## src/rtl/wave_display_pkg.sv

```systemverilog
// wave_display_pkg: freeze FSM states, default parameters and channel-width helper
package wave_display_pkg;
  typedef enum logic [1:0] {LIVE, PEND_FRZ, FROZEN, PEND_LIVE} frz_state_e;
  localparam int N_CH_DEF       = 2;
  localparam int SAMPLE_W_DEF   = 8;
  localparam int COL_BITS_DEF   = 8;
  localparam int XSHIFT_DEF     = 1;
  localparam int X_START_DEF    = 256;
  localparam int BAND_SHIFT_DEF = 7;
  function automatic int ch_bits(input int n);
    return (n <= 2) ? 1 : $clog2(n);
  endfunction
endpackage

```

## src/rtl/wave_freeze_ctrl.sv

```systemverilog
// wave_freeze_ctrl: frame-synchronous hold of the displayed RAM half
module wave_freeze_ctrl
  import wave_display_pkg::*;
(
  input  logic clk_i,
  input  logic reset_i,
  input  logic frame_start_i,
  input  logic hold_i,
  input  logic read_index_i,
  output logic disp_index_o,
  output logic frozen_o
);
  frz_state_e state_q, state_d;
  logic held_q, held_d;
  always_ff @(posedge clk_i or posedge reset_i)
    if (reset_i) begin
      state_q <= LIVE;
      held_q  <= 1'b0;
    end else begin
      state_q <= state_d;
      held_q  <= held_d;
    end
  always_comb begin
    state_d = state_q;
    held_d  = held_q;
    case (state_q)
      LIVE:      state_d = hold_i ? PEND_FRZ : LIVE;
      PEND_FRZ: begin
        state_d = !hold_i ? LIVE : frame_start_i ? FROZEN : PEND_FRZ;
        held_d  = (hold_i && frame_start_i) ? read_index_i : held_q;
      end
      FROZEN:    state_d = hold_i ? FROZEN : PEND_LIVE;
      PEND_LIVE: state_d = hold_i ? FROZEN : frame_start_i ? LIVE : PEND_LIVE;
      default:   state_d = LIVE;
    endcase
  end
  assign frozen_o     = (state_q == FROZEN) || (state_q == PEND_LIVE);
  assign disp_index_o = frozen_o ? held_q : read_index_i;
endmodule

```

## src/rtl/wave_display_multi.sv

```systemverilog
// wave_display_multi: multi-channel stacked-band waveform renderer, 2-cycle pixel latency.
// Optional WAVE_DISPLAY_GRID_EN adds valid_grid_o (band separators and dashed midline).
module wave_display_multi
  import wave_display_pkg::*;
#(
  parameter  int N_CH       = N_CH_DEF,
  parameter  int SAMPLE_W   = SAMPLE_W_DEF,
  parameter  int COL_BITS   = COL_BITS_DEF,
  parameter  int XSHIFT     = XSHIFT_DEF,
  parameter  int X_START    = X_START_DEF,
  parameter  int BAND_SHIFT = BAND_SHIFT_DEF,
  localparam int CH_BITS    = ch_bits(N_CH),
  localparam int AW         = CH_BITS + 1 + COL_BITS
) (
  input  logic                clk_i,
  input  logic                reset_i,
  input  logic                valid_i,
  input  logic [10:0]         x_i,
  input  logic [9:0]          y_i,
  input  logic                read_index_i,
  input  logic                hold_i,
  input  logic [SAMPLE_W-1:0] read_value_i,
  output logic [AW-1:0]       read_address_o,
  output logic                valid_pixel_o,
  output logic [CH_BITS-1:0]  pixel_ch_o,
  output logic                frozen_o
`ifdef WAVE_DISPLAY_GRID_EN
  ,
  output logic                valid_grid_o
`endif
);
  localparam int WIN_W = (1 << COL_BITS) << XSHIFT;
  localparam logic [11:0] X_LO = 12'(X_START);
  localparam logic [11:0] X_HI = 12'(X_START + WIN_W);
  localparam logic [10:0] Y_HI = 11'(N_CH << BAND_SHIFT);
  logic in_win, in_band, frame_start, disp_index, hit;
  logic [10:0] x_off;
  logic [COL_BITS-1:0] col;
  logic [CH_BITS-1:0] ch, ch_q;
  logic valid_q, in_win_q, in_band_q, first_q;
  logic [BAND_SHIFT-1:0] r_q, s, p;
  logic [AW-1:0] last_addr_q;
  logic [SAMPLE_W-1:0] prev_q, prev_d;
  assign in_win         = ({1'b0, x_i} >= X_LO) && ({1'b0, x_i} < X_HI);
  assign in_band        = {1'b0, y_i} < Y_HI;
  assign x_off          = x_i - X_LO[10:0];
  assign col            = COL_BITS'(x_off >> XSHIFT);
  assign ch             = y_i[BAND_SHIFT +: CH_BITS];
  assign frame_start    = valid_i && (x_i == '0) && (y_i == '0);
  assign read_address_o = (in_win && in_band) ? {ch, disp_index, col} : '0;
  wave_freeze_ctrl u_frz (
    .clk_i         (clk_i),
    .reset_i       (reset_i),
    .frame_start_i (frame_start),
    .hold_i        (hold_i),
    .read_index_i  (read_index_i),
    .disp_index_o  (disp_index),
    .frozen_o      (frozen_o)
  );
  // read_value_i belongs to last_addr_q; capture it as prev once the address moves on
  assign prev_d = (read_address_o != last_addr_q) ? read_value_i : prev_q;
  assign s      = BAND_SHIFT'(read_value_i >> (SAMPLE_W - BAND_SHIFT));
  assign p      = first_q ? s : BAND_SHIFT'(prev_q >> (SAMPLE_W - BAND_SHIFT));
  assign hit    = ((p <= r_q) && (r_q <= s)) || ((s <= r_q) && (r_q <= p));
  always_ff @(posedge clk_i or posedge reset_i)
    if (reset_i) begin
      valid_q       <= 1'b0;
      in_win_q      <= 1'b0;
      in_band_q     <= 1'b0;
      first_q       <= 1'b0;
      ch_q          <= '0;
      r_q           <= '0;
      last_addr_q   <= '0;
      prev_q        <= '0;
      valid_pixel_o <= 1'b0;
      pixel_ch_o    <= '0;
    end else begin
      valid_q       <= valid_i;
      in_win_q      <= in_win;
      in_band_q     <= in_band;
      first_q       <= col == '0;
      ch_q          <= ch;
      r_q           <= y_i[BAND_SHIFT-1:0];
      last_addr_q   <= read_address_o;
      prev_q        <= prev_d;
      valid_pixel_o <= valid_q && in_win_q && in_band_q && hit;
      pixel_ch_o    <= ch_q;
    end
`ifdef WAVE_DISPLAY_GRID_EN
  localparam logic [BAND_SHIFT-1:0] HALF = BAND_SHIFT'(1 << (BAND_SHIFT - 1));
  logic x2_q;
  always_ff @(posedge clk_i or posedge reset_i)
    if (reset_i) begin
      x2_q         <= 1'b0;
      valid_grid_o <= 1'b0;
    end else begin
      x2_q         <= x_i[2];
      valid_grid_o <= valid_q && in_win_q && in_band_q && ((r_q == '0) || ((r_q == HALF) && !x2_q));
    end
`endif
endmodule

```

## config.mk

```make
export PLATFORM = sky130hd
export DESIGN_NAME = wave_display_multi
export DESIGN_NICKNAME = d
export VERILOG_FILES = /design/src/rtl/wave_display_pkg.sv /design/src/rtl/wave_freeze_ctrl.sv /design/src/rtl/wave_display_multi.sv
export SDC_FILE = /design/constraint.sdc
export NUM_CORES = 1
export LEC_CHECK = 0
export CORE_MARGIN = 10
export CORE_UTILIZATION = 45
export DETAILED_ROUTE_END_ITERATION = 8
export DONT_BUFFER_PORTS = 1
export PLACE_DENSITY = 0.58
export SLEW_MARGIN = 20
export SYNTH_ARGS = -nofsm -noshare
export SYNTH_HDL_FRONTEND = slang
export SYNTH_HIERARCHICAL = 1
export SYNTH_SLANG_ARGS = --single-unit
```

## constraint.sdc

```tcl
create_clock -name clk_i -period 2.9 [get_ports clk_i]
set_clock_uncertainty 0.2 [all_clocks]
set_input_delay 0.87 -clock clk_i [delete_from_list [all_inputs] [get_ports clk_i]]
set_output_delay 0.87 -clock clk_i [all_outputs]
set_load 0.01 [all_outputs]
```

==> flow_summary.toml, run 1 <==
[timing]
maxSlewViolCount = 0
setup_viol = 0
rsz0062_at_grt = "false"
worst_slew_pin_slew_ns = 0.4180
finalCritPeriodShare_pct = 95.34
fin_crit_ns = 2.765
hold_violations = 0
fmax_mhz = 361.7
tns_ns = 0
slew_headroom_pct = 71.87

[synth]
syn_nets = 210
ys_warn_count = 6
ys_ff_latch = 34
synthTopCellsByArea = "dfrtp_1, ha_1, mux2_2, inv_1, and3_1"
yosysTopAreaCell = "dfrtp_1"
synth.top_cell.area_share_pct = 47.89
yosysSeqAreaShare_pct = 47.89
synth_cells = 162
synth.avg_cell_area_um2 = 10.97
synthDistinctLibCells = 41
syn_area_um2 = 1777

[clock_tree]
root_buffer = "clkbuf_8"
cts.sinks = 34
hold_buffers = 0
htreeDepth = 2
cts_tree = "built"
cts.clk_slew.worst_paths_ns = 0.06
cts-buffers-inserted = 5
cts_buffer_depth = 2
clock_latency_ns = 0.28

[floorplan]
dieHeight_um = 82.84
core_area_um2 = 3744
dieWidth_um = 82.84
start_util_pct = 47.46
dieArea_um2 = 6862
io_pins = 47
fp-row-count = 22

[critical_path]
arrival_ns = 1.69
r2r_slack_ns = 0.33
max_stage_delay_ns = 0.29
worst_setup_path_start_kind = "input port"
worstPathRequired_ns = 1.83
crit_chain = "xor2_1 > buf_4 > and3_1 > buf_4"
critPathMostFrequentCell = "buf_4"
crit_slowest_cell = "xor2_1"
crit_type = "input port to output pin"
ff2ff_path_depth = 7
end_kind = "output pin"
crit_fanout = 7

[detailed_routing]
dr.pass1.iters = 6
drc = 0
wl_per_cell_um = 17.88
vias_per_cell = 5.616
via_count = 1258
drt_wl_total_mm = 4.005
detail-route-antenna-nets = 0
drtIter0Drc = 33

[outcome]
status = "finished, final reports clean"

[power_and_ir_drop]
p_leak_nw = 0.9646
powerDensity_nw_per_um2 = 550.7
vdd_ir_drop_max_mv = 0.3359

[global_routing]
grt_pass1_wl_mm = 6.575
grt.overflow.total = 0
grt_pass1_vias = 1382
antenna_found_initial = 0
grt_start_max_net_pins = 32
track_usage_pct = 11.68

[layout]
nets = 223
nFillCells = 363
drive_gt1_share_pct = 17.05
post-route-util_pct = 53.24
n_antenna_cell = 0
synthToLayoutAreaGrowth_pct = 12.18

[placed_design]
gp_congestion = 0.8526
portBuffers = 0
hpwl_mm = 3.227

[run]
drv_cap = 0

[hold_path]
hold_class = "input port to asynchronous set/reset pin"
worst paths after layout:
path                                       start                 to
worst min-delay path                     reset_i   u_frz/state_q[1]
worst min register to register              ch_q         pixel_ch_o
min in group clk_i                          ch_q         pixel_ch_o
max in group asynchronous                reset_i     last_addr_q[1]
worst max register to register  u_frz/state_q[1]          prev_q[1]
worst max-delay path                      x_i[9]  read_address_o[1]
per-stage QoR:
| step | instance area (um2) | hold WS (ns) | worst slack (ns) | instances | total power, mW |
|---|---|---|---|---|---|
| final | 1993 | 0.1338 | 0.1350 | 224 | 1.098 |
| after global routing | 1993 | 0.1259 | 0.06001 | 224 | 1.171 |
| after floorplan | 1777 | 0.1312 | 0.04276 | 162 | 0.6977 |
| after detailed placement | 1897 | 0.1394 | -0.06918 | 216 | 0.7548 |
| after global placement | 1897 | 0.1344 | -0.02398 | 216 | 0.7430 |
| after CTS | 1988 | 0.1249 | 0.01793 | 224 | 1.116 |
layer usage:
metal | share of wire [%] | global-route usage [%] | vias up | wire, um
met2 | 52 | 20.39 | 48 | 2073
met1 | 36 | 11.12 | 602 | 1444
li1 | - | - | 602 | -
met3 | 11 | 6.641 | 6 | 431
met5 | 0 | 0 | - | 0
met4 | 1.4 | 4.308 | 0 | 56
layout by cell type (no fill, tap or decap), drive strengths merged, types with 2 or more instances in the layout:
cell type,netlist,layout
a21o,2,2
a21oi,5,5
and3,10,10
buf,0,10
clkbuf,4,7
dfrtp,34,34
ha,14,14
inv,19,19
mux2,11,11
mux2i,6,6
nand2,7,7
nand4,3,3
nor2,7,7
nor2b,2,2
nor3,3,3
nor4,5,5
o21ai,3,3
o22ai,2,2
xnor2,3,3
xor2,2,2
synthesized netlist by cell type:
| cell | n |
|---|---|
| nand2_1 | 7 |
| a21boi_1 | 1 |
| o21a_1 | 1 |
| nand4_1 | 3 |
| o41a_1 | 1 |
| a221o_1 | 1 |
| xor2_1 | 2 |
| nand3_1 | 1 |
| and2_1 | 1 |
| and3_1 | 10 |
| nor2_1 | 7 |
| nand4b_1 | 1 |
| a31oi_1 | 1 |
| inv_1 | 19 |
| a222oi_1 | 1 |
| or3b_1 | 1 |
| a22oi_1 | 1 |
| o21bai_1 | 1 |
| nor2b_1 | 2 |
| a21o_1 | 2 |
| nor4b_1 | 1 |
| o22ai_1 | 2 |
| o2111a_1 | 1 |
| o211ai_1 | 1 |
| a221oi_1 | 1 |
| o21ai_0 | 3 |
| nor4_1 | 4 |
| dfrtp_1 | 34 |
| nor4_4 | 1 |
| ha_1 | 14 |
| xnor2_1 | 3 |
| a21oi_1 | 5 |
| a211oi_1 | 1 |
| nor3_1 | 3 |
| mux2_2 | 10 |
| mux2_1 | 1 |
| clkbuf_1 | 4 |
| mux2i_1 | 6 |
| and4_1 | 1 |
| nand2b_1 | 1 |
| or2_2 | 1 |
report_power, final:
part / total [mW] / switching [mW] / leakage [nW] / internal (mW)
Sequential: 0.535 / 0.0203 / 0.430 / 0.515
Clock: 0.356 / 0.164 / 0.0482 / 0.191
Combinational: 0.207 / 0.0982 / 0.487 / 0.108
cell type report:
| cell class | count | area, um2 | share of cell area [%] |
|---|---|---|---|
| clock buffer | 7 | 86.33 | 4.331 |
| clock inverter | 1 | 5.005 | 0.2511 |
| inverter | 19 | 71.32 | 3.578 |
| multi-input combinational | 105 | 844.6 | 42.37 |
| sequential | 34 | 850.8 | 42.69 |
| tap | 48 | 60.06 | 3.013 |
| timing repair buffer | 10 | 75.07 | 3.766 |
repair_timing:
item,in CTS,in global routing
resized for setup,0,1
buffers inserted,0,0
setup endpoints to repair,0,8
endpoints found under the hold margin,0,0
flip-flops by register name (all words and copies together), names as in the netlist:
name and count:
last_addr_q 10, prev_q 7, r_q 7, u_frz/state_q 2, ch_q 1, first_q 1
in_band_q 1, in_win_q 1, pixel_ch_o 1, u_frz/held_q 1, valid_pixel_o 1, valid_q 1
logic make-up (layout without fill, tap and decap cells):
logic type / after synthesis / after routing / synth area share, %
multiplexers: 17 / 17 / 10.35
XOR/XNOR: 5 / 5 / 2.465
AND/OR/NAND/NOR: 45 / 45 / 15.00
AO/OA/AOI/OAI: 24 / 24 / 9.578
flip-flops: 34 / 34 / 47.89
adder cells (fa/ha/maj): 14 / 14 / 9.859
buffers and inverters: 23 / 37 / 4.859
worst max-delay path: cells and delay by family:
kind          cells  cell delay, ns
buf+inv           2            0.35
xor+xnor          1            0.29
simple gates      1            0.19
Power figures use the tool's default switching activity.
==> inputs of run 2 (changes only) <==
==> constraint.sdc (replaced) <==
create_clock -name clk_i -period 3.3 [get_ports clk_i]
set_clock_uncertainty 0.2 [all_clocks]
set_input_delay 0.99 -clock clk_i [delete_from_list [all_inputs] [get_ports clk_i]]
set_output_delay 0.99 -clock clk_i [all_outputs]
set_load 0.01 [all_outputs]
==> run 2 against run 1 <==
- routed wire length fell by 4.2%
- sequential share of layout area rose by 0.93 points
- worst setup slack improved by 0.14 ns
- sequential power fell by 12%
- first-iteration DRC count rose by 18%
- critical path depth did not move
- clock power fell by 13%
- register-to-register slack improved by 0.38 ns
- hold slack improved by 0.016 ns
- final area fell by 2.1%
- utilization fell by 1.1 points
- largest cell class unchanged
- largest power group unchanged
==> flow_summary.toml, run 2 (synthesis gave the netlist of run 1 again) <==
[timing]
worst_slew_pin_slew_ns = 0.4600
rsz0062_at_grt = "false"
hold_violations = 0
slew_headroom_pct = 69.23
fin_crit_ns = 3.025
fmax_mhz = 330.5
setup_viol = 0
finalCritPeriodShare_pct = 91.68
tns_ns = 0
maxSlewViolCount = 0

[clock_tree]
root_buffer = "clkbuf_8"
cts_setup_buffers = 0
clock_latency_ns = 0.28
cts_tree = "built"
cts-buffers-inserted = 5
cts_buffer_depth = 2
hold_buffers = 0
htreeDepth = 2
cts.clk_slew.worst_paths_ns = 0.06
cts.sinks = 34
cts_resized = 0

[floorplan]
fp-row-count = 22
dieWidth_um = 82.84
dieArea_um2 = 6862
core_area_um2 = 3744
dieHeight_um = 82.84
io_pins = 47
start_util_pct = 47.46

[global_routing]
grt_pass1_vias = 1277
antenna_found_initial = 0
grt_pass1_wl_mm = 6.147
track_usage_pct = 10.97
grt_start_max_net_pins = 32
grt.overflow.total = 0

[placed_design]
hpwl_mm = 3.102
gp_congestion = 0.8454
portBuffers = 0
placed_area_um2 = 1859

[layout]
nFillCells = 359
design_area_um2 = 1951
drive_gt1_share_pct = 14.04
final_cell_mix = "dfrtp_1, inv_1, ha_1, and3_1, mux2_2"
synthToLayoutAreaGrowth_pct = 9.789
n_antenna_cell = 0
largestRegisters = "last_addr_q x10, prev_q x7, r_q x7"
post-route-util_pct = 52.11
nets = 218
largest_reg_flops = 10
final_common_cell = "dfrtp_1"
largest_register = "last_addr_q"

[critical_path]
end_kind = "output pin"
arrival_ns = 1.84
worst_setup_path_start_kind = "input port"
crit_fanout = 8
crit_type = "input port to output pin"
worstPathRequired_ns = 2.11
ff2ff_path_depth = 7

[power_and_ir_drop]
p_leak_nw = 0.9366
combPwrFrac_pct = 18.7
p_seq_share_pct = 49.2
p_int_mw = 0.7140
powerDensity_nw_per_um2 = 490.4
p_sw_share_pct = 25.36
vdd_ir_drop_max_mv = 0.3293
power.net_switching_mw = 0.2425
clockPowerShare_pct = 32.2
p_total_mw = 0.9565

[run]
drv_cap = 0

[hold_path]
hold_class = "flop to flop"
hold_depth = 0

[detailed_routing]
detail-route-antenna-nets = 0
drtIter0Drc = 39
wl_per_cell_um = 17.52
vias_per_cell = 5.452
drc = 0
via_count = 1194
drt_wl_total_mm = 3.836
dr.pass1.iters = 6

[outcome]
status = "finished, final reports clean"
==> run 2: cell types whose count changed in the layout (fill, tap and decap cells not counted), sizes merged <==
cell | before | now
buf | 10 | 5
==> run 2: final timing paths <==
kind | end | slack [ns] | from
max | read_address_o[3] | 0.27 | x_i[9]
min | pixel_ch_o | 0.15 | ch_q
max reg2reg | prev_q[4] | 0.71 | u_frz/state_q[1]
min reg2reg | pixel_ch_o | 0.15 | ch_q
max in group asynchronous | valid_pixel_o | 2.15 | reset_i
min in group asynchronous | u_frz/state_q[0] | 0.26 | reset_i
==> run 2: area by class of cell <==
cell class / instances / area [um2] / area share, %
Sequential cell: 34 / 850.8 / 43.62
Multi-Input combinational cell: 105 / 839.6 / 43.04
Clock buffer: 7 / 86.33 / 4.426
Inverter: 19 / 71.32 / 3.656
Tap cell: 48 / 60.06 / 3.079
Timing Repair Buffer: 5 / 37.54 / 1.924
Clock inverter: 1 / 5.005 / 0.2566
==> run 2: routing by layer <==
metal  GRT usage (%)  vias up  part of all wire, %
met3           6.348        4                   10
met5               0        -                    0
met4           4.308        0                 0.99
met1           10.75      562                   38
li1                -      595                    -
met2           18.58       33                   51
==> run 2: stage by stage <==
stage               setup slack (ns)  instances  hold WS [ns]
finish                        0.2747        219        0.1496
global route                  0.1394        219        0.1636
CTS                           0.2794        219        0.1501
detailed placement            0.2021        211        0.1347
global placement              0.2268        211        0.1341
floorplan                     0.3228        162        0.1312
==> run 2: critical path, cell delays in order <==
cell and delay [ns]:
xor2_1 0.38, and2_1 0.24, nand2_1 0.09, inv_1 0.13
==> run 2: power groups by stage <==
stage	clock network, mW	logic, mW	registers, mW
after floorplan	0	0.141	0.472
after global placement	0	0.175	0.476
after detailed placement	0	0.181	0.478
after CTS	0.319	0.181	0.470
after global routing	0.339	0.204	0.473
final	0.308	0.179	0.470
==> inputs of run 3 (changes only) <==
--- a/config.mk
+++ b/config.mk
@@ -7,6 +7,7 @@
 export LEC_CHECK = 0
 export CORE_MARGIN = 10
 export CORE_UTILIZATION = 45
+export CTS_BUF_LIST = sky130_fd_sc_hd__clkbuf_16
 export DETAILED_ROUTE_END_ITERATION = 8
 export DONT_BUFFER_PORTS = 1
 export PLACE_DENSITY = 0.58
==> run 3 against run 2 <==
- sequential share of layout area shrank 1.0 points
- global-route usage is the same
- sequential power about the same
- clock-buffer cell count is 2 lower
- final area grew 2.4%
- routed wire length rose by 0.57%
- non-clock buffer count unchanged
- clock power rose by 39%
- utilization grew 1.2 points
- first-iteration DRC count is 15% lower
==> flow_summary.toml, run 3 (synthesis gave the netlist of run 1 again) <==
[outcome]
status = "finished, final reports clean"

[timing]
rsz0062_at_grt = "false"
tns_ns = 0
slew_headroom_pct = 69.34
finalCritPeriodShare_pct = 91.63
worst_slack_ns = 0.2763
worst_slew_pin_slew_ns = 0.4583
maxSlewViolCount = 0
fmax_mhz = 330.7
fin_crit_ns = 3.024
hold_slack_ns = 0.1465
hold_violations = 0
setup_viol = 0

[detailed_routing]
drt_wl_total_mm = 3.858
drtIter0Drc = 33
vias_per_cell = 5.434
detail-route-antenna-nets = 0
dr.pass1.iters = 6
drc = 0
via_count = 1190
wl_per_cell_um = 17.62

[clock_tree]
cts.sinks = 34
cts-buffers-inserted = 5
cts_resized = 0
cts.clk_slew.worst_paths_ns = 0.05
clock_latency_ns = 0.27
cts_buffer_depth = 2
cts_setup_buffers = 0
cts_tree = "built"
htreeDepth = 2
root_buffer = "clkbuf_16"
hold_buffers = 0

[floorplan]
fp-row-count = 22
dieArea_um2 = 6862
io_pins = 47
start_util_pct = 47.46
core_area_um2 = 3744
dieHeight_um = 82.84
dieWidth_um = 82.84

[placed_design]
portBuffers = 0
hpwl_mm = 3.102
gp_congestion = 0.8454
dp_worst_setup_slack_ns = 0.2021

[critical_path]
worst_setup_path_start_kind = "input port"
crit_fanout = 8
arrival_ns = 1.83
worstPathRequired_ns = 2.11
end_kind = "output pin"
crit_type = "input port to output pin"

[layout]
largest_register = "last_addr_q"
largest_reg_flops = 10
synthToLayoutAreaGrowth_pct = 12.39
drive_gt1_share_pct = 13.45
final_common_cell = "dfrtp_1"
n_antenna_cell = 0
nets = 218
final_cell_mix = "dfrtp_1, inv_1, ha_1, and3_1, mux2_2"
largestRegisters = "last_addr_q x10, prev_q x7, r_q x7"
nFillCells = 353

[global_routing]
grt.overflow.total = 0
grt_pass1_wl_mm = 6.154
grt_pass1_vias = 1278
grt_start_max_net_pins = 32
antenna_found_initial = 0
track_usage_pct = 10.97

[power_and_ir_drop]
vdd_ir_drop_max_mv = 0.3826
powerDensity_nw_per_um2 = 539.4
p_leak_nw = 0.9608

[hold_path]
hold_class = "flop to flop"

[run]
drv_cap = 0
run 3: changes by cell type in the layout (fill, tap and decap cells not counted):
cell | previous run | this run
clkbuf_16 | 0 | 5
clkinv_1 | 0 | 1
clkbuf_8 | 6 | 0
inv_1 | 19 | 20
clkbuf_1 | 1 | 0
run 3: per-layer routing:
| layer | part of all wire, % | wire length [um] | vias up | global-route usage [%] |
|---|---|---|---|---|
| met3 | 10 | 400 | 6 | 6.348 |
| li1 | - | - | 595 | - |
| met2 | 51 | 1959 | 35 | 18.23 |
| met1 | 37 | 1442 | 554 | 11.03 |
| met4 | 1.4 | 55 | 0 | 4.308 |
| met5 | 0 | 0 | - | 0 |
run 3: area by class of cell:
type / count / area (um2) / share of cell area (%)
well taps: 48 / 60.06 / 3.008
clock inverters: 3 / 12.51 / 0.6266
multi-input cells: 105 / 839.6 / 42.04
clock buffers: 5 / 125.1 / 6.266
flip-flops and latches: 34 / 850.8 / 42.61
inverters: 19 / 71.32 / 3.571
repair buffers: 5 / 37.54 / 1.880
run 3: worst max-delay path: stages:
cell	delay, ns
xor2_1	0.38
and2_1	0.24
nand2_1	0.09
inv_1	0.13
run 3: worst paths after layout:
kind	from	end	slack, ns	cells past startpoint
setup / recovery	x_i[9]	read_address_o[3]	0.28	4
max in group asynchronous	reset_i	last_addr_q[8]	2.13	2
min in group asynchronous	reset_i	u_frz/state_q[0]	0.27	1
hold reg to reg	ch_q	pixel_ch_o	0.15	0
setup reg to reg	u_frz/state_q[1]	prev_q[4]	0.71	7
hold / removal	ch_q	pixel_ch_o	0.15	0
run 3: per-stage QoR:
step           utilization [%]  instances  power (mW)  instance area, um2
6_report                 53.34        219       1.077                1997
3_3_place_gp             49.67        211      0.6514                1859
2_1_floorplan                -        162      0.6132                1777
3_5_place_dp             49.67        211      0.6590                1859
4_1_cts                  53.34        219       1.090                1997
5_1_grt                  53.34        219       1.137                1997
run 3: report_power, final:
part	internal (mW)	switching [mW]	total, mW
combinational	0.0931	0.0850	0.178
clock	0.272	0.156	0.428
sequential	0.453	0.0176	0.471
